<file path="config.mk">
export PLATFORM = sky130hd
export DESIGN_NAME = mem_access_unit
export DESIGN_NICKNAME = d
export VERILOG_FILES = /design/src/rtl/pipes.sv /design/src/rtl/mem_lane_align.sv /design/src/rtl/mem_access_unit.sv
export SDC_FILE = /design/constraint.sdc
export NUM_CORES = 1
export LEC_CHECK = 0
export BUFFER_PORTS_ARGS = -buffer_cell sky130_fd_sc_hd__buf_2
export CORE_MARGIN = 3
export CORE_UTILIZATION = 51
export DETAILED_ROUTE_END_ITERATION = 12
export PLACE_DENSITY = 0.8
export SLEW_MARGIN = 20
export SYNTH_ARGS = -nofsm -noshare
export SYNTH_HDL_FRONTEND = slang
export SYNTH_SLANG_ARGS = --single-unit
export TNS_END_PERCENT = 100
</file>
<file path="constraint.sdc">
create_clock -name clk -period 7.6 [get_ports clk]
set_input_delay 0.76 -clock clk [delete_from_list [all_inputs] [get_ports clk]]
set_output_delay 0.76 -clock clk [all_outputs]
set_load 0.005 [all_outputs]
</file>
<file path="src/rtl/pipes.sv">
// Shared pipeline types for the memory stage.
//   MemSizeType / WBType : decode control fields carried down the pipe
//   msize_t              : dbus transfer size code
//   mau_state_t          : mem_access_unit FSM states
//   STRB_*               : strobe base patterns, shifted by the byte offset
package pipes;

  typedef enum logic [2:0] {
    MSize_zero   = 3'd0,
    MSize_8bits  = 3'd1,
    MSize_16bits = 3'd2,
    MSize_32bits = 3'd3,
    MSize_64bits = 3'd4
  } MemSizeType;

  typedef enum logic [3:0] {
    WBNoHandle = 4'd0,
    WB_7       = 4'd1,
    WB_15      = 4'd2,
    WB_31      = 4'd3,
    WB_63      = 4'd4,
    WB_7_sext  = 4'd5,
    WB_15_sext = 4'd6,
    WB_31_sext = 4'd7
  } WBType;

  typedef enum logic [2:0] {
    MSIZE1 = 3'd0,
    MSIZE2 = 3'd1,
    MSIZE4 = 3'd2,
    MSIZE8 = 3'd3
  } msize_t;

  typedef enum logic [1:0] {
    IDLE = 2'd0,
    REQ  = 2'd1,
    DONE = 2'd2
  } mau_state_t;

  localparam logic [7:0] STRB_BYTE  = 8'h01;
  localparam logic [7:0] STRB_HALF  = 8'h03;
  localparam logic [7:0] STRB_WORD  = 8'h0F;
  localparam logic [7:0] STRB_DWORD = 8'hFF;

  // True for sizes that produce a real bus transfer.
  function automatic logic is_bus_size(MemSizeType s);
    logic r;
    case (s)
      MSize_8bits, MSize_16bits, MSize_32bits, MSize_64bits: r = 1'b1;
      default:                                               r = 1'b0;
    endcase
    return r;
  endfunction

  function automatic logic is_misaligned(MemSizeType s, logic [2:0] off);
    logic r;
    case (s)
      MSize_16bits: r = off[0];
      MSize_32bits: r = |off[1:0];
      MSize_64bits: r = |off;
      default:      r = 1'b0;
    endcase
    return r;
  endfunction

endpackage

</file>
<file path="src/rtl/mem_lane_align.sv">
// Combinational byte-lane steering for one dbus access.
//   offset_i    : addr[2:0] of the access
//   size_i      : access size
//   wb_type_i   : load extension kind
//   store_i     : access is a store (zeroes load result, enables strobes)
//   wdata_i     : right-aligned store data
//   rdata_raw_i : raw 64-bit read word from the bus
//   msize_o     : bus size code
//   strobe_o    : byte write enables
//   wdata_o     : store data shifted into its lanes
//   rdata_o     : aligned and extended load data
module mem_lane_align
  import pipes::*;
#(
  parameter int unsigned DATA_W = 64
) (
  input  logic [2:0]          offset_i,
  input  MemSizeType          size_i,
  input  WBType               wb_type_i,
  input  logic                store_i,
  input  logic [DATA_W-1:0]   wdata_i,
  input  logic [DATA_W-1:0]   rdata_raw_i,
  output msize_t              msize_o,
  output logic [DATA_W/8-1:0] strobe_o,
  output logic [DATA_W-1:0]   wdata_o,
  output logic [DATA_W-1:0]   rdata_o
);

  localparam int unsigned StrbW = DATA_W / 8;

  logic [5:0]        shamt;
  logic [StrbW-1:0]  strb_base;
  logic [DATA_W-1:0] raw;

  assign shamt   = {offset_i, 3'b000};
  assign wdata_o = wdata_i << shamt;
  assign raw     = rdata_raw_i >> shamt;

  always_comb begin
    msize_o   = MSIZE1;
    strb_base = '0;
    unique case (size_i)
      MSize_8bits: begin
        msize_o   = MSIZE1;
        strb_base = StrbW'(STRB_BYTE);
      end
      MSize_16bits: begin
        msize_o   = MSIZE2;
        strb_base = StrbW'(STRB_HALF);
      end
      MSize_32bits: begin
        msize_o   = MSIZE4;
        strb_base = StrbW'(STRB_WORD);
      end
      MSize_64bits: begin
        msize_o   = MSIZE8;
        strb_base = StrbW'(STRB_DWORD);
      end
      default: ;
    endcase
  end

  // A full-width access is always aligned, so the shift is a no-op there.
  assign strobe_o = store_i ? (strb_base << offset_i) : '0;

  always_comb begin
    rdata_o = raw;
    unique case (wb_type_i)
      WB_7:       rdata_o = DATA_W'(raw[7:0]);
      WB_15:      rdata_o = DATA_W'(raw[15:0]);
      WB_31:      rdata_o = DATA_W'(raw[31:0]);
      WB_7_sext:  rdata_o = {{(DATA_W-8){raw[7]}}, raw[7:0]};
      WB_15_sext: rdata_o = {{(DATA_W-16){raw[15]}}, raw[15:0]};
      WB_31_sext: rdata_o = {{(DATA_W-32){raw[31]}}, raw[31:0]};
      default:    rdata_o = raw;
    endcase
    if (store_i) rdata_o = '0;
  end

endmodule

</file>
<file path="src/rtl/mem_access_unit.sv">
// MEM-stage dbus initiator: accepts one access descriptor, issues and holds
// the bus request until data_ok, then presents the aligned/extended result.
//   clk, reset              : clock, async active-high reset
//   in_*                    : access descriptor handshake and fields
//   out_*                   : result handshake, load data, misalign flag
//   dreq_*                  : bus request (held stable while dreq_valid)
//   dresp_*                 : bus response
module mem_access_unit
  import pipes::*;
#(
  parameter int unsigned ADDR_W = 64,
  parameter int unsigned DATA_W = 64
) (
  input  logic                clk,
  input  logic                reset,
  input  logic                in_valid,
  output logic                in_ready,
  input  logic                in_mem_read,
  input  logic                in_mem_write,
  input  logic [2:0]          in_mem_size,
  input  logic [3:0]          in_wb_type,
  input  logic [ADDR_W-1:0]   in_addr,
  input  logic [DATA_W-1:0]   in_wdata,
  output logic                out_valid,
  input  logic                out_ready,
  output logic [DATA_W-1:0]   out_rdata,
  output logic                out_misalign,
  output logic                dreq_valid,
  output logic [ADDR_W-1:0]   dreq_addr,
  output logic [2:0]          dreq_size,
  output logic [DATA_W/8-1:0] dreq_strobe,
  output logic [DATA_W-1:0]   dreq_data,
  input  logic                dresp_addr_ok,
  input  logic                dresp_data_ok,
  input  logic [DATA_W-1:0]   dresp_data
);

  mau_state_t        state_q, state_d;
  logic              wr_q, wr_d;
  MemSizeType        size_q, size_d;
  WBType             wb_q, wb_d;
  logic [ADDR_W-1:0] addr_q, addr_d;
  logic [DATA_W-1:0] wdata_q, wdata_d;
  logic [DATA_W-1:0] rdata_q, rdata_d;
  logic              misalign_q, misalign_d;

  MemSizeType        in_size;
  logic [DATA_W-1:0] load_data;
  msize_t            msize;

  // Completion is signalled by data_ok alone; addr_ok carries no extra meaning here.
  logic unused_addr_ok;
  assign unused_addr_ok = dresp_addr_ok;

  assign in_size = MemSizeType'(in_mem_size);

  mem_lane_align #(
    .DATA_W (DATA_W)
  ) u_align (
    .offset_i    (addr_q[2:0]),
    .size_i      (size_q),
    .wb_type_i   (wb_q),
    .store_i     (wr_q),
    .wdata_i     (wdata_q),
    .rdata_raw_i (dresp_data),
    .msize_o     (msize),
    .strobe_o    (dreq_strobe),
    .wdata_o     (dreq_data),
    .rdata_o     (load_data)
  );

  assign in_ready     = (state_q == IDLE);
  assign out_valid    = (state_q == DONE);
  assign dreq_valid   = (state_q == REQ);
  assign dreq_addr    = addr_q;
  assign dreq_size    = msize;
  assign out_rdata    = rdata_q;
  assign out_misalign = misalign_q;

  always_comb begin
    state_d    = state_q;
    wr_d       = wr_q;
    size_d     = size_q;
    wb_d       = wb_q;
    addr_d     = addr_q;
    wdata_d    = wdata_q;
    rdata_d    = rdata_q;
    misalign_d = misalign_q;
    unique case (state_q)
      IDLE: begin
        if (in_valid) begin
          // Read and write both set is handled as a write.
          wr_d       = in_mem_write;
          size_d     = in_size;
          wb_d       = WBType'(in_wb_type);
          addr_d     = in_addr;
          wdata_d    = in_wdata;
          rdata_d    = '0;
          misalign_d = 1'b0;
          if (!(in_mem_read || in_mem_write) || !is_bus_size(in_size)) begin
            state_d = DONE;
          end else if (is_misaligned(in_size, in_addr[2:0])) begin
            misalign_d = 1'b1;
            state_d    = DONE;
          end else begin
            state_d = REQ;
          end
        end
      end
      REQ: begin
        if (dresp_data_ok) begin
          rdata_d = load_data;
          state_d = DONE;
        end
      end
      DONE: begin
        if (out_ready) state_d = IDLE;
      end
      default: state_d = IDLE;
    endcase
  end

  always_ff @(posedge clk or posedge reset) begin
    if (reset) begin
      state_q    <= IDLE;
      wr_q       <= 1'b0;
      size_q     <= MSize_zero;
      wb_q       <= WBNoHandle;
      addr_q     <= '0;
      wdata_q    <= '0;
      rdata_q    <= '0;
      misalign_q <= 1'b0;
    end else begin
      state_q    <= state_d;
      wr_q       <= wr_d;
      size_q     <= size_d;
      wb_q       <= wb_d;
      addr_q     <= addr_d;
      wdata_q    <= wdata_d;
      rdata_q    <= rdata_d;
      misalign_q <= misalign_d;
    end
  end

endmodule

</file>
* After elaboration in Yosys (flattened, before gate mapping)
Cells that the tools add are included.
** Cells by class
- Mux-type cells :: 23
- Reductions and logical operators :: 12
- Shift-type cells :: 3
- Eq/ne operators :: 19
** Operators with widths (count)
- 64-bit case mux with 6 select lines :: 1
- 64-bit 2-to-1 mux :: 3
- 64-bit case mux with 2 select lines :: 1
- 64-bit by 6-bit left shift with 64-bit output :: 1
- 64-bit by 6-bit >> shifter with 64-bit output :: 1
- 8-bit case mux with 4 select lines :: 1
- 3-bit by 2-bit equality test with 1-bit output, second input constant :: 4
- 4-bit by 3-bit equality test with 1-bit output, second input constant :: 3
- 2-bit case mux with 3 select lines :: 2
- 2-bit 2-to-1 mux :: 5
- 4-bit by 2-bit equality test with 1-bit output, second input constant :: 2
- 1-bit 2-to-1 mux :: 8
- 8-bit 2-to-1 mux :: 1
- 8-bit by 3-bit left shift with 8-bit output :: 1
- 3-bit by 1-bit equality test with 1-bit output, second input constant :: 2
- 3-bit equality test, second input constant :: 2
- 3-bit AND reduction :: 2
- 4-bit by 1-bit equality test with 1-bit output, second input constant :: 1
- 2-bit by 1-bit != test with 1-bit output, second input constant :: 2
- 4-bit OR reduction :: 1
- 1-bit case mux with 3 select lines :: 1
- 3-bit OR reduction :: 1
- 2-bit by 1-bit equality test with 1-bit output, second input constant :: 1
- 2-bit equality test, second input constant :: 1
- other kinds (7) :: 9
** Storage, ports and cells
- Input bits :: 207
- Logic and storage cells :: 65
- Register bits after elaboration :: 203
- Output and inout bits :: 207

* Depth between registers and ports, before layout
- Depth after elaboration :: 14
- Mapped depth :: 10
- Depth with buffers taken out :: 5

* By module
A second synthesis with hierarchy kept.
** Unflattened totals
- Cell total of the unflattened synthesis :: 1504
- Area total of the unflattened synthesis :: 12493.2 um^2
** By module, submodules not included
- mem_access_unit :: area an instance 7941.4 um^2, seq. area each 5079.9 um^2, instances 1, cells each 880
- mem_lane_align :: area an instance 4551.9 um^2, seq. area each 0.0 um^2, instances 1, cells each 624

* Least setup slack after synthesis
Ideal clock, no wire load.
- Path kind :: reg-to-output
- Start point :: register addr_q[2], in the netlist dreq_addr[2]
- End point :: output dreq_data[43]
- Arrival :: 1.747 ns
- Stages on the path, launching flop included :: 8
- Slack :: 5.093 ns
- Data required time :: 6.840 ns
- Buffers on the path :: 4
- Path through :: dfrtp_1 -> buf_4 -> buf_2 -> buf_2 -> buf_2 -> mux2_2 -> o21ai_0 -> o22ai_1
** Between the ends
- Longest elaborated chain between the ends :: 1
** Ends and longest elaborated chain
- start: declaration :: line mem_access_unit.sv:42 : logic [ADDR_W-1:0] addr_q, addr_d;
- start signal: assignment :: line mem_access_unit.sv:138 : addr_q <= addr_d;
- 64-bit by 6-bit left shift with 64-bit output :: line mem_lane_align.sv:36 : assign wdata_o = wdata_i << shamt;
- end: declaration :: line mem_access_unit.sv:32 : output logic [DATA_W-1:0] dreq_data,
No other way between the ends.

* Worst setup path after layout
- Start point :: register addr_q[0], in the netlist dreq_addr[0]
- End point :: output dreq_data[58]
The elaborated chain is that of the path after synthesis.

==> summary.md <==
The flow ran to the end, and the final reports show no timing, DRC or antenna violations. Data arrival time of the worst path: 3.84 ns. The floorplan die height works out to 160 um. The worst register-to-register path begins at dreq_addr[2].

The critical path crosses 6 cells after its start point. Length of the first detailed-routing pass in iterations: 5. The final hold violation count is 0.

The number of storage elements in the synthesis netlist was 203; the total length of routed wires was 42700 um. The tools report the met1 usage in global routing as 0.393. The die is 160 um wide.

The area fraction in compound gates after synthesis was 0.162; the cell depth of the worst flop-to-flop path was 7. By count the netlist is led by nand2_1 (517), dfrtp_1 (203), mux2i_1 (118). The setup TNS came out at 0 ns. Setup repair after global routing left no endpoint under its margin. The count of hold-fix buffers inserted at cts is 0. The worst setup path is launched from a flip-flop. The switching share of total power came out at 0.426.

After synthesis, the cell types taking the most area are dfrtp_1 (42%), nand2_1 (16%), mux2i_1 (9.8%). The endpoint required time on the critical path was 6.84 ns. For the synthesized cell area, the log shows 0.0120 sq mm. The fraction of synthesis flops using an asynchronous set or reset pin came out at 1.00. The tools report the number of levels in the clock H-tree as 1. The critical path startpoint was dreq_addr[0].

The total nets after synthesis was 1649; the number of gates resized after CTS was 0. In the synthesized netlist the dominant register cell turns out to be dfrtp_1. The area taken by multi-input logic gates is 0.00638 sq mm, and the share of the cycle needed by the critical path after routing is 0.606. The sequential share of power came out at 0.318.

For the largest voltage drop on the vdd net, the log shows 0.233 mV. The logs give 0.0255 sq mm for the overall die area and 1339 for the violation count after the first detailed-route iteration. The floorplan has 55 rows. Walking the worst path, the cells encountered are buf_4 > buf_4 > a211oi_1 > a211o_1 > o21ai_0 > buf_2. During placement, the flow inserted port buffers numbering 411. The run gives 0 as the buffers inserted during post-CTS setup optimization.

Following the worst setup path forward leads to its endpoint at dreq_data[58]. After layout, the minimum clock period comes to 4.60 ns. The power density over the cells came out at 382 mW/mm^2. Global-route layer with the greatest usage: met2.

Setup violations remaining at the end of the flow were counted as 0. After detailed routing, the number of remaining DRC violations is 0. The final core utilization is 0.652, and the maximum buffer depth of the clock tree is 3. Summing internal, switching and leakage power gives 5.71 mW. The sequential share of the synthesized area is 0.422, and the clock-pin slew of the registers on the worst-case setup and hold paths is 0.06 ns. TritonCTS built the clock tree. Clock tree synthesis inserted a total of 24 buffers. The via density per instance came out at 5.71. Most frequent cell on the critical path: buf_4. The count of boundary I/O pins came out at 414.

The post-synthesis xor/xnor area fraction was 0.00146; the share of the synthesized area in the top cell type was 0.422. The number of synthesized flops with an enable pin came out at 0. The largest single stage delay on the critical path is 0.93 ns. By area, the combinational part of the netlist is dominated by simple AND/OR/NAND/NOR gates.

Share of layout cells above drive strength 1: 0.304. Dividing the detail-routed wire length by the instance count gives 20.2 um. The tree is rooted in a clkbuf_16. The logs give 217 MHz for the achievable frequency and 30700 um for the HPWL reported at the end of detailed placement. Of all cell types, the one taking the most synthesized area is dfrtp_1.

The post-detailed-route count of antenna-violating nets is 0. The multiplexer fraction of the synthesized cell area came out at 0.144. The adder and majority gate portion of the synthesized area is 0, and the max-capacitance violation count is 0.

The leakage power is 7.87 nW. The layout-stage area growth over the synthesis result works out to 24.2%. The total of warnings raised by yosys came out at 0.

The tools report the number of global-route vias before repair as 11900. STA classifies the critical path endpoint as an output port. The kind of critical path was flip-flop to output port. The run gives 0.548 as the global routing met2 resource utilization. The maximum fanout count along the critical path was 96. The global routing usage on met3 is 0.0744. Across all register-to-register paths, the minimum setup slack is 4.03 ns. The synthesized-area fraction occupied by and/or/nand/nor cells was 0.222; the global routing usage summed across all routing layers was 0.324. Across all layers, the routed design uses 12100 vias. The post-route clock skew was 0.00554 ns; the portion of total power attributed to the clock network was 0.219. The library cell with the highest instance count after synthesis was nand2_1. Number of slew-limit violations in the final report: 0. CTS saw 203 sinks. The run gives 4 as the number of antenna violations at the first check in global routing. On the critical path, the stage with the largest delay is an instance of buf_4. Clock latency on the worst-skew pair, taken at its later pin, is 0.52 ns. The netlist uses 57 different library cells. The analysis attributes to net switching a power of 2.43 mW. The initial standard-cell utilization of the core was 0.525; the relative max-transition margin was 0.273. For the final estimated routing congestion in global placement, the log shows 0.965.

The number of buffers and inverters on the critical path is 3. The actual transition at the worst max-transition pin is 1.09 ns. The first global-routing pass estimated 66200 um of wire. Relative contribution of combinational cells to total power: 0.463. The number of nets in the layout came out at 1983.

The filler cell count was 1992. The class of the tightest hold or removal check was input pin to flip-flop. The count of mapped cells out of synthesis was 1442; the mean instance size in the synthesized netlist was 8.34 sq um.

In the final layout, flip-flops and latches occupy 0.00509 sq mm. Cell internal power was estimated by the tool at 3.28 mW. Among cell families on the critical path, the largest total delay comes from buffers and inverters. After floorplanning, the core was sized to cover 0.0229 sq mm. The total overflow left after global routing is 0.

In this run the critical register-to-register path is captured at out_rdata[56]. Entering global routing, the biggest net connects 132 pins.
power groups by stage:
stage	clock network [mW]	logic [mW]	registers, mW
after floorplan	0	1.84	1.62
after detailed placement	0	2.61	1.81
final	1.25	2.64	1.82
after global placement	0	2.55	1.80
after CTS	1.27	2.62	1.80
after global routing	1.32	2.90	1.86
flip-flops by register name (all words and copies together), names as in the netlist:
signal,count
dreq_addr,64
out_misalign,1
out_rdata,64
size_q,3
state_q,2
wb_q,4
wdata_q,64
wr_q,1
placed cells by master, fill, tap and decap left out, drive strengths merged, types with 2 or more instances in the layout:
| master | netlist | routed |
|---|---|---|
| nand2 | 517 | 517 |
| clkinv | 1 | 5 |
| o22ai | 31 | 31 |
| and2 | 16 | 16 |
| mux2 | 34 | 34 |
| dfrtp | 203 | 203 |
| a221oi | 7 | 7 |
| xnor2 | 2 | 2 |
| o211ai | 6 | 6 |
| clkbuf | 59 | 33 |
| o221ai | 5 | 5 |
| nor4 | 2 | 2 |
| nor3 | 4 | 4 |
| mux2i | 118 | 118 |
| o211a | 2 | 2 |
| inv | 4 | 4 |
| clkinvlp | 0 | 3 |
| a21oi | 67 | 67 |
| o31ai | 12 | 12 |
| nor2 | 83 | 83 |
| mux4 | 7 | 7 |
| buf | 58 | 425 |
| or2 | 4 | 4 |
| o311a | 3 | 3 |
| diode | 0 | 5 |
| o21a | 2 | 2 |
| bufinv | 0 | 4 |
| nand2b | 3 | 3 |
| a211o | 7 | 7 |
| nor2b | 21 | 21 |
| a2bb2oi | 14 | 14 |
| a221o | 10 | 10 |
| nor3b | 3 | 3 |
| a211oi | 21 | 21 |
| o21ai | 105 | 105 |
through the flow:
| step | area [sq um] | hold WS [ns] | cells | worst slack [ns] |
|---|---|---|---|---|
| detailed placement | 14000 | 0.457 | 2063 | 3.66 |
| global route | 14900 | 0.422 | 2111 | 2.77 |
| CTS | 14900 | 0.408 | 2107 | 3.06 |
| global placement | 14000 | 0.453 | 2063 | 3.66 |
| floorplan | 12000 | 0.442 | 1442 | 1.30 |
| finish | 14900 | 0.429 | 2112 | 3.00 |
layer usage:
layer	up-vias	wire length, um	part of all wire
met1	5717	15800	0.37
met3	129	4100	0.096
met5	-	0	0
met2	652	20600	0.48
li1	5571	-	-
met4	0	2110	0.049
tightest hold or removal path, cell delays in order:
cell     delay (ns)
buf_2          0.07
nand2_1        0.04
nand2_1        0.04
area by class of cell:
| type | instances | area share |
|---|---|---|
| Tap cell | 313 | 0.0262 |
| Multi-Input combinational cell | 1117 | 0.427 |
| Timing Repair Buffer | 425 | 0.145 |
| Inverter | 5 | 0.00176 |
| Clock inverter | 11 | 0.0111 |
| Sequential cell | 203 | 0.341 |
| Clock buffer | 33 | 0.0472 |
| Antenna cell | 5 | 0.000838 |
cell families after synthesis:
| family | count (synthesis) |
|---|---|
| DFF | 203 |
| AOI/OAI and AO/OA | 297 |
| and+or+nand+nor | 658 |
| xor gates and xnor gates | 2 |
| muxes | 159 |
| buffers and inverters | 122 |
| other | 1 |
how the worst min path moves through the flow:
stage | end | slack [ns] | cells after the start | startpoint
after CTS | dreq_addr[58] | 0.41 | 3 | in_addr[58]
after global routing | dreq_addr[52] | 0.42 | 3 | in_addr[52]
final | wdata_q[2] | 0.43 | 3 | in_wdata[2]
after detailed placement | dreq_addr[33] | 0.46 | 2 | dreq_addr[33]
after global placement | dreq_addr[58] | 0.45 | 2 | dreq_addr[58]
after floorplan | wdata_q[48] | 0.44 | 2 | wdata_q[48]
Note: power is estimated with default switching activity, not from simulation.
